[src/rtl/apb_pkg.sv]
// Shared APB requester types: FSM states, default bus widths and the command bundle.
package apb_pkg;

  localparam int APB_ADDR_W = 8;
  localparam int APB_DATA_W = 32;

  typedef enum logic [1:0] {
    IDLE,
    SETUP,
    ACCESS,
    RESP
  } apb_mst_state_e;

  typedef struct packed {
    logic                    write;
    logic [APB_ADDR_W-1:0]   addr;
    logic [APB_DATA_W-1:0]   wdata;
    logic [APB_DATA_W/8-1:0] strb;
  } apb_cmd_t;

endpackage

[src/rtl/apb_watchdog.sv]
// Access-phase watchdog: load sets TIMEOUT_CYCLES-1, dec counts down to zero, expired flags zero.
// Registered count, expiry visible the cycle the count reaches zero; no flow control.
module apb_watchdog #(
  parameter int TIMEOUT_CYCLES = 16
) (
  input  logic pclk,
  input  logic preset,
  input  logic load,
  input  logic clr,
  input  logic dec,
  output logic expired
);

  localparam int               CNT_W    = $clog2(TIMEOUT_CYCLES) + 1;
  localparam logic [CNT_W-1:0] LOAD_VAL = CNT_W'(TIMEOUT_CYCLES - 1);

  logic [CNT_W-1:0] cnt;

  always_ff @(posedge pclk or posedge preset) begin
    if (preset) begin
      cnt <= '0;
    end else if (clr) begin
      cnt <= '0;
    end else if (load) begin
      cnt <= LOAD_VAL;
    end else if (dec && (cnt != '0)) begin
      cnt <= cnt - 1'b1;
    end
  end

  assign expired = (cnt == '0);

endmodule

[src/rtl/apb_cmd_master.sv]
// APB requester: one command per SETUP/ACCESS transfer, watchdog abort, response held until rsp_ready.
// Accept-to-rsp_valid 3 cycles with a zero-wait slave; cmd_ready stays low until the response handshake.
module apb_cmd_master
  import apb_pkg::*;
#(
  parameter int ADDR_W         = APB_ADDR_W,
  parameter int DATA_W         = APB_DATA_W,
  parameter int TIMEOUT_CYCLES = 16
) (
  input  logic                pclk,
  input  logic                preset,
  input  logic                cmd_valid,
  output logic                cmd_ready,
  input  logic                cmd_write,
  input  logic [ADDR_W-1:0]   cmd_addr,
  input  logic [DATA_W-1:0]   cmd_wdata,
  input  logic [DATA_W/8-1:0] cmd_strb,
  output logic                rsp_valid,
  input  logic                rsp_ready,
  output logic [DATA_W-1:0]   rsp_rdata,
  output logic                rsp_err,
  output logic                psel,
  output logic                penable,
  output logic                pwrite,
  output logic [ADDR_W-1:0]   paddr,
  output logic [DATA_W-1:0]   pwdata,
  output logic [DATA_W/8-1:0] pstrb,
  input  logic [DATA_W-1:0]   prdata,
  input  logic                pready,
  input  logic                pslverr
);

  apb_mst_state_e      state_q, state_d;
  logic                psel_d, penable_d, pwrite_d;
  logic [ADDR_W-1:0]   paddr_d;
  logic [DATA_W-1:0]   pwdata_d;
  logic [DATA_W/8-1:0] pstrb_d;
  logic                rsp_valid_d, rsp_err_d;
  logic [DATA_W-1:0]   rsp_rdata_d;
  logic                wd_load, wd_clr, wd_dec, wd_expired;

  assign cmd_ready = (state_q == IDLE) && !preset;

  apb_watchdog #(
    .TIMEOUT_CYCLES(TIMEOUT_CYCLES)
  ) u_watchdog (
    .pclk    (pclk),
    .preset  (preset),
    .load    (wd_load),
    .clr     (wd_clr),
    .dec     (wd_dec),
    .expired (wd_expired)
  );

  always_comb begin
    state_d     = state_q;
    psel_d      = psel;
    penable_d   = penable;
    pwrite_d    = pwrite;
    paddr_d     = paddr;
    pwdata_d    = pwdata;
    pstrb_d     = pstrb;
    rsp_valid_d = rsp_valid;
    rsp_rdata_d = rsp_rdata;
    rsp_err_d   = rsp_err;
    wd_load     = 1'b0;
    wd_clr      = 1'b0;
    wd_dec      = 1'b0;
    case (state_q)
      IDLE: begin
        if (cmd_valid && cmd_ready) begin
          // Reads drive zero data and strobes so the slave never sees stale write payload.
          pwrite_d  = cmd_write;
          paddr_d   = cmd_addr;
          pwdata_d  = cmd_write ? cmd_wdata : '0;
          pstrb_d   = cmd_write ? cmd_strb : '0;
          psel_d    = 1'b1;
          penable_d = 1'b0;
          state_d   = SETUP;
        end
      end
      SETUP: begin
        penable_d = 1'b1;
        wd_load   = 1'b1;
        state_d   = ACCESS;
      end
      ACCESS: begin
        // pready takes priority over an expiring watchdog on the same edge.
        if (pready) begin
          rsp_rdata_d = pwrite ? '0 : prdata;
          rsp_err_d   = pslverr;
          psel_d      = 1'b0;
          penable_d   = 1'b0;
          rsp_valid_d = 1'b1;
          wd_clr      = 1'b1;
          state_d     = RESP;
        end else if (wd_expired) begin
          rsp_rdata_d = '0;
          rsp_err_d   = 1'b1;
          psel_d      = 1'b0;
          penable_d   = 1'b0;
          rsp_valid_d = 1'b1;
          wd_clr      = 1'b1;
          state_d     = RESP;
        end else begin
          wd_dec = 1'b1;
        end
      end
      RESP: begin
        if (rsp_ready) begin
          rsp_valid_d = 1'b0;
          state_d     = IDLE;
        end
      end
      default: state_d = IDLE;
    endcase
  end

  always_ff @(posedge pclk or posedge preset) begin
    if (preset) begin
      state_q   <= IDLE;
      psel      <= 1'b0;
      penable   <= 1'b0;
      pwrite    <= 1'b0;
      paddr     <= '0;
      pwdata    <= '0;
      pstrb     <= '0;
      rsp_valid <= 1'b0;
      rsp_rdata <= '0;
      rsp_err   <= 1'b0;
    end else begin
      state_q   <= state_d;
      psel      <= psel_d;
      penable   <= penable_d;
      pwrite    <= pwrite_d;
      paddr     <= paddr_d;
      pwdata    <= pwdata_d;
      pstrb     <= pstrb_d;
      rsp_valid <= rsp_valid_d;
      rsp_rdata <= rsp_rdata_d;
      rsp_err   <= rsp_err_d;
    end
  end

endmodule
[config.mk]
export PLATFORM = sky130hd
export DESIGN_NAME = apb_cmd_master
export DESIGN_NICKNAME = d
export VERILOG_FILES = /design/src/rtl/apb_pkg.sv /design/src/rtl/apb_watchdog.sv /design/src/rtl/apb_cmd_master.sv
export SDC_FILE = /design/constraint.sdc
export NUM_CORES = 1
export LEC_CHECK = 0
export CORE_MARGIN = 2
export CORE_UTILIZATION = 42
export CTS_CLUSTER_SIZE = 24
export DETAILED_ROUTE_END_ITERATION = 12
export PLACE_DENSITY = 0.87
export RECOVER_POWER = 25
export SKIP_LAST_GASP = 1
export SLEW_MARGIN = 10
export SYNTH_ARGS = -nofsm -noshare
export SYNTH_HDL_FRONTEND = slang
export SYNTH_SLANG_ARGS = --single-unit
[constraint.sdc]
create_clock -name pclk -period 3.1 [get_ports pclk]
set_input_delay 0.62 -clock pclk [delete_from_list [all_inputs] [get_ports pclk]]
set_output_delay 0.62 -clock pclk [all_outputs]
set_load 0.05 [all_outputs]
======== Word level (Yosys, flattened, before mapping) ========
Index checks and enable logic that the tools add are counted.
word-level totals
  register bits after elaboration ......... 88
  input port bits ......................... 83
  output and inout bits ................... 82
  logic and storage cells ................. 67
operators by class
  add/subtract/negate cells ............... 1
  equal/unequal tests ..................... 6
  mux-type cells .......................... 31
  reductions and logical operators ........ 18
operators with widths
  kind                   count
  $mux W32               4
  $mux W1                15
  $mux W5                3
  $reduce_and A3 Y1      4
  $mux W2                4
  $pmux W2 S4            1
  $reduce_bool A2 Y1     3
  $reduce_bool A3 Y1     2
  $logic_not A5 Y1       1
  $reduce_bool A5 Y1     1
  $sub A5 B1 Y5 const B  1
  $eq A2 B2 Y1 const B   2
  $mux W4                1
  $pmux W1 S2            2
  $reduce_and A2 Y1      2
  $logic_and A1 B1 Y1    3
  $ne A3 B2 Y1 const B   1
  $pmux W1 S3            1
  $eq A2 B1 Y1 const B   1
  $logic_not A2 Y1       1
  $ne A2 B1 Y1 const B   1
  $ne A2 B2 Y1 const B   1
  $logic_not A1 Y1       1

======== Logic depth before layout (Yosys ltp) ========
  depth in word-level cells ............... 8
  gate-level depth with buffers ........... 8
  depth with buffers taken out ............ 6

======== Modules after synthesis ========
A second synthesis with hierarchy kept.
second synthesis, totals
  cell total of the unflattened synthesis .. 378
  area, all modules ....................... 3687.3 um^2
by module, submodules not included
  module          instances  cells an instance  area an instance (um^2)  seq. area each (um^2)
  apb_cmd_master  1          349                3394.5                   2077.0
  apb_watchdog    1          29                 292.8                    125.1

======== Worst setup path after synthesis ========
OpenSTA, ideal clock, no wires.
  path kind ............................... in2reg
  start ................................... input port preset
  end ..................................... register penable
  setup time .............................. 0.128 ns
  arrival ................................. 3.470 ns
  required time ........................... 2.972 ns
  setup slack ............................. -0.498 ns
  stages .................................. 4
  buffers on the path ..................... 0
  path through ............................ inv_1 > a21boi_0 > nor3_1 > mux2_1
on the way
  longest elaborated chain between the ends .. 5
ends and longest elaborated chain
  element                      RTL line               source
  start, declared              apb_cmd_master.sv:11   input logic preset,
  $logic_not A1 Y1 (no line)   n/a
  $logic_and A1 B1 Y1          apb_cmd_master.sv:42   assign cmd_ready = (state_q == IDLE) && !preset;
  $logic_and A1 B1 Y1          apb_cmd_master.sv:71   if (cmd_valid && cmd_ready) begin
  $ne A2 B1 Y1 (no line)       n/a
  $reduce_and A3 Y1 (no line)  n/a
  end signal, assigned         apb_cmd_master.sv:134  penable <= penable_d;
  end, declared                apb_cmd_master.sv:23   output logic penable,
Every way passes these cells.
A chain may end at the register's enable or synchronous reset.

======== Final worst setup path ========
  start ................................... input port cmd_write
  end ..................................... register pwdata[22]
on the way
  longest elaborated chain between the ends .. 1
ends and longest elaborated chain
  element               RTL line               source
  start, declared       apb_cmd_master.sv:14   input logic cmd_write,
  $mux W32              apb_cmd_master.sv:75   pwdata_d = cmd_write ? cmd_wdata : '0;
  end signal, assigned  apb_cmd_master.sv:137  pwdata <= pwdata_d;
  end, declared         apb_cmd_master.sv:26   output logic [DATA_W-1:0] pwdata,
Every way passes these cells.

==> impl_metrics.json <==
{
  "critPathRequiredTime_ns": 3.37,
  "setup_viol": 0,
  "synth-xor-area-share": 0,
  "grt_overflow_total": 0,
  "io_buffers": 164,
  "cts_tree": "built",
  "grt_pass1_vias": 3183,
  "post_cts_resized": 0,
  "routed_wl_um": 9354,
  "synth_fp_nets": 468,
  "grt_start_max_net_pins": 89,
  "nets": 626,
  "synth_compound_area_frac": 0.1332,
  "ctsHoldBuffers": 0,
  "synth_top_area_frac": 0.5936,
  "track_usage": 0.2013,
  "fin_skew_ns": 0.007673,
  "die-area_um2": 9601,
  "yosysSeqAreaShare": 0.5936,
  "drive_above_1_share": 0.07948,
  "status": "finished, final reports clean",
  "via_per_inst": 4.908,
  "clockBufferDepth": 2,
  "max_stage_delay_ns": 0.94,
  "ios": 165,
  "worstSetupStartpointType": "input pin",
  "hold_start": "pwdata[6]",
  "coreArea_um2": 8636,
  "area_growth_syn_to_layout_pct": 51.30,
  "start_util": 0.4296,
  "ys_types": 33,
  "synth_area_um2": 3710,
  "ys_warn_count": 0,
  "dr_total_vias": 3185,
  "routabilityCongestion": 0.8111,
  "r2r-end": "paddr[5]",
  "cts_setup_buffers": 0,
  "synthSimpleGateAreaFrac": 0.1754,
  "cts_root_buffer": "clkbuf_8",
  "reg2reg_depth": 5,
  "yosysTopAreaCell": "dfrtp_1",
  "antenna_cells": 0,
  "cts-htree-levels": 3,
  "cp_slowest_cell": "dlygate4sd3_1",
  "powerDensity_nw_per_um2": 1255,
  "crit_path_max_fanout": 20,
  "worstMarginPinSlew_ns": 1.104,
  "crit_type": "input pin to flip-flop",
  "synth-seq-cells": 88,
  "vdd_ir_drop_max_mv": 0.6315,
  "path_cells": "dlygate4sd3_1, clkbuf_1, nand2_1, o21ai_0",
  "worst-path-buf-inv": 2,
  "end_kind": "flip-flop",
  "dieHeight_um": 97.99,
  "slew_viol_final": 0,
  "r2r_setup_slack_ns": 0.93,
  "p_leak_uw": 0.002423,
  "timing.rr.start": "state_q[0]",
  "synth.area.mux_share": 0.03339,
  "cts.sinks": 88,
  "routedWlPerCell_um": 14.41,
  "final_cell_mix": "160 x clkdlybuf4s50_1, 139 x nand2_1, 88 x dfrtp_1, 48 x o21ai_0, 17 x o21ai_1",
  "hpwlAfterDp_um": 6993,
  "holdPathStages": 2,
  "synth_cells": 379,
  "slew_headroom": 0.2637,
  "hold_ws_ns": 0.4815,
  "period_share": 0.7358,
  "clk_pin_slew_ns": 0.09,
  "hold_viol_final": 0,
  "grt_pass1_wl_um": 15660,
  "max_clock_freq_mhz": 438.4,
  "synth-adder-area-share": 0.02024,
  "cp_data_arrival_time_ns": 2.55,
  "clock_latency_ns": 0.34,
  "syn_avg_cell_area_um2": 9.788,
  "hold_path.class": "flip-flop to flip-flop",
  "drc_errors": 0,
  "numCtsBuffers": 9,
  "maxCapViolCount": 0,
  "drtIter0Drc": 123,
  "min_period_ns": 2.281,
  "fin_setup_tns_ns": 0,
  "dieWidth_um": 97.99,
  "synth_top_family_by_area": "simple AND/OR/NAND/NOR gates",
  "num_rows": 34,
  "min_to": "pwdata[6]",
  "antenna_found_initial": 0,
  "rsz0062_at_grt": "no",
  "crit_family": "buffers and inverters",
  "drtAntennaViolNets": 0,
  "final_common_cell": "clkdlybuf4s50_1",
  "first_pass_iters": 5,
  "synthTopCellsByArea": "dfrtp_1 59%, nand2_1 14%, o21ai_0 5.5%, o21ai_1 3.4%, mux2_2 2.7%"
}
-- per-stage QoR --
step / instances / total power [uW] / area, um2 / setup WS (ns) / util
floorplan: 379 / 4845 / 3714 / 0.1828 / -
global placement: 634 / 6184 / 5428 / 0.8813 / 0.6285
detailed placement: 634 / 6304 / 5428 / 0.8128 / 0.6285
CTS: 649 / 7116 / 5633 / 0.8451 / 0.6523
global route: 649 / 7429 / 5613 / 0.6131 / 0.6500
finish: 649 / 7045 / 5613 / 0.8190 / 0.6500
-- layout make-up --
class,count,area (um2)
multi-input cells,258,1345
well taps,108,135.1
repair buffers,172,1692
flip-flops and latches,88,2202
clock inverters,4,53.80
fillers,691,3023
inverters,8,33.78
clock buffers,11,151.4
-- synthesized netlist by cell type --
master,instances
nand2_1,139
dfrtp_1,88
o21ai_0,41
o21ai_1,25
clkbuf_1,15
mux2_2,9
inv_1,8
o21ai_2,8
ha_1,6
buf_6,5
buf_1,3
nor2b_1,3
o22ai_1,3
a21oi_1,2
buf_2,2
mux2_1,2
nand3b_1,2
nor3_1,2
o21a_1,2
a21boi_0,1
a22o_1,1
a2bb2oi_1,1
a31oi_1,1
nand4b_1,1
nor2_1,1
nor2b_2,1
nor3_2,1
nor3b_2,1
nor4b_1,1
nor4b_4,1
o22a_1,1
o32a_1,1
or3b_1,1
-- registers in the layout, summed over array words and instances (netlist names) --
register,count
state_q,2
penable,1
pwdata,32
rsp_valid,1
pstrb,4
u_watchdog.cnt,5
pwrite,1
rsp_err,1
paddr,8
rsp_rdata,32
psel,1
-- power by group --
part / switching (uW) / total, uW / internal [uW]
logic: 2790 / 4180 / 1400
clock network: 393 / 807 / 414
registers: 340 / 2060 / 1720
-- worst max path at each step --
stage | from | end | slack, ns | cells after the start
after floorplan | preset | penable | 0.18 | 4
after global placement | pready | rsp_rdata[23] | 0.88 | 4
after detailed placement | pready | rsp_rdata[18] | 0.81 | 5
after CTS | pwrite | pwrite | 0.85 | 1
after global routing | cmd_write | pwdata[26] | 0.61 | 4
final | cmd_write | pwdata[22] | 0.82 | 4
-- worst register-to-register path, stage by stage (launching register included) --
cell      delay (ns)
dfrtp_1         0.43
inv_1           0.09
ha_1            0.27
nand3b_1        0.13
clkbuf_1        0.73
mux2_2          0.42
-- kinds of logic (layout without fill, tap and decap cells) --
group / after synthesis / count (layout)
flip-flops: 88 / 88
buffers and inverters: 33 / 195
AO/OA/AOI/OAI: 87 / 87
AND/OR/NAND/NOR: 154 / 154
multiplexers: 11 / 11
adder cells (fa/ha/maj): 6 / 6
-- routing by layer --
layer  up-vias  track usage  share of wire  wire length (um)
met2        81       0.3604           0.54              5007
met3        16      0.03794          0.034               316
met4         0      0.07372          0.022               206
met5         -            0              0                 0
li1       1559            -              -                 -
met1      1529       0.2410           0.41              3824
Power figures use the tool's default switching activity.
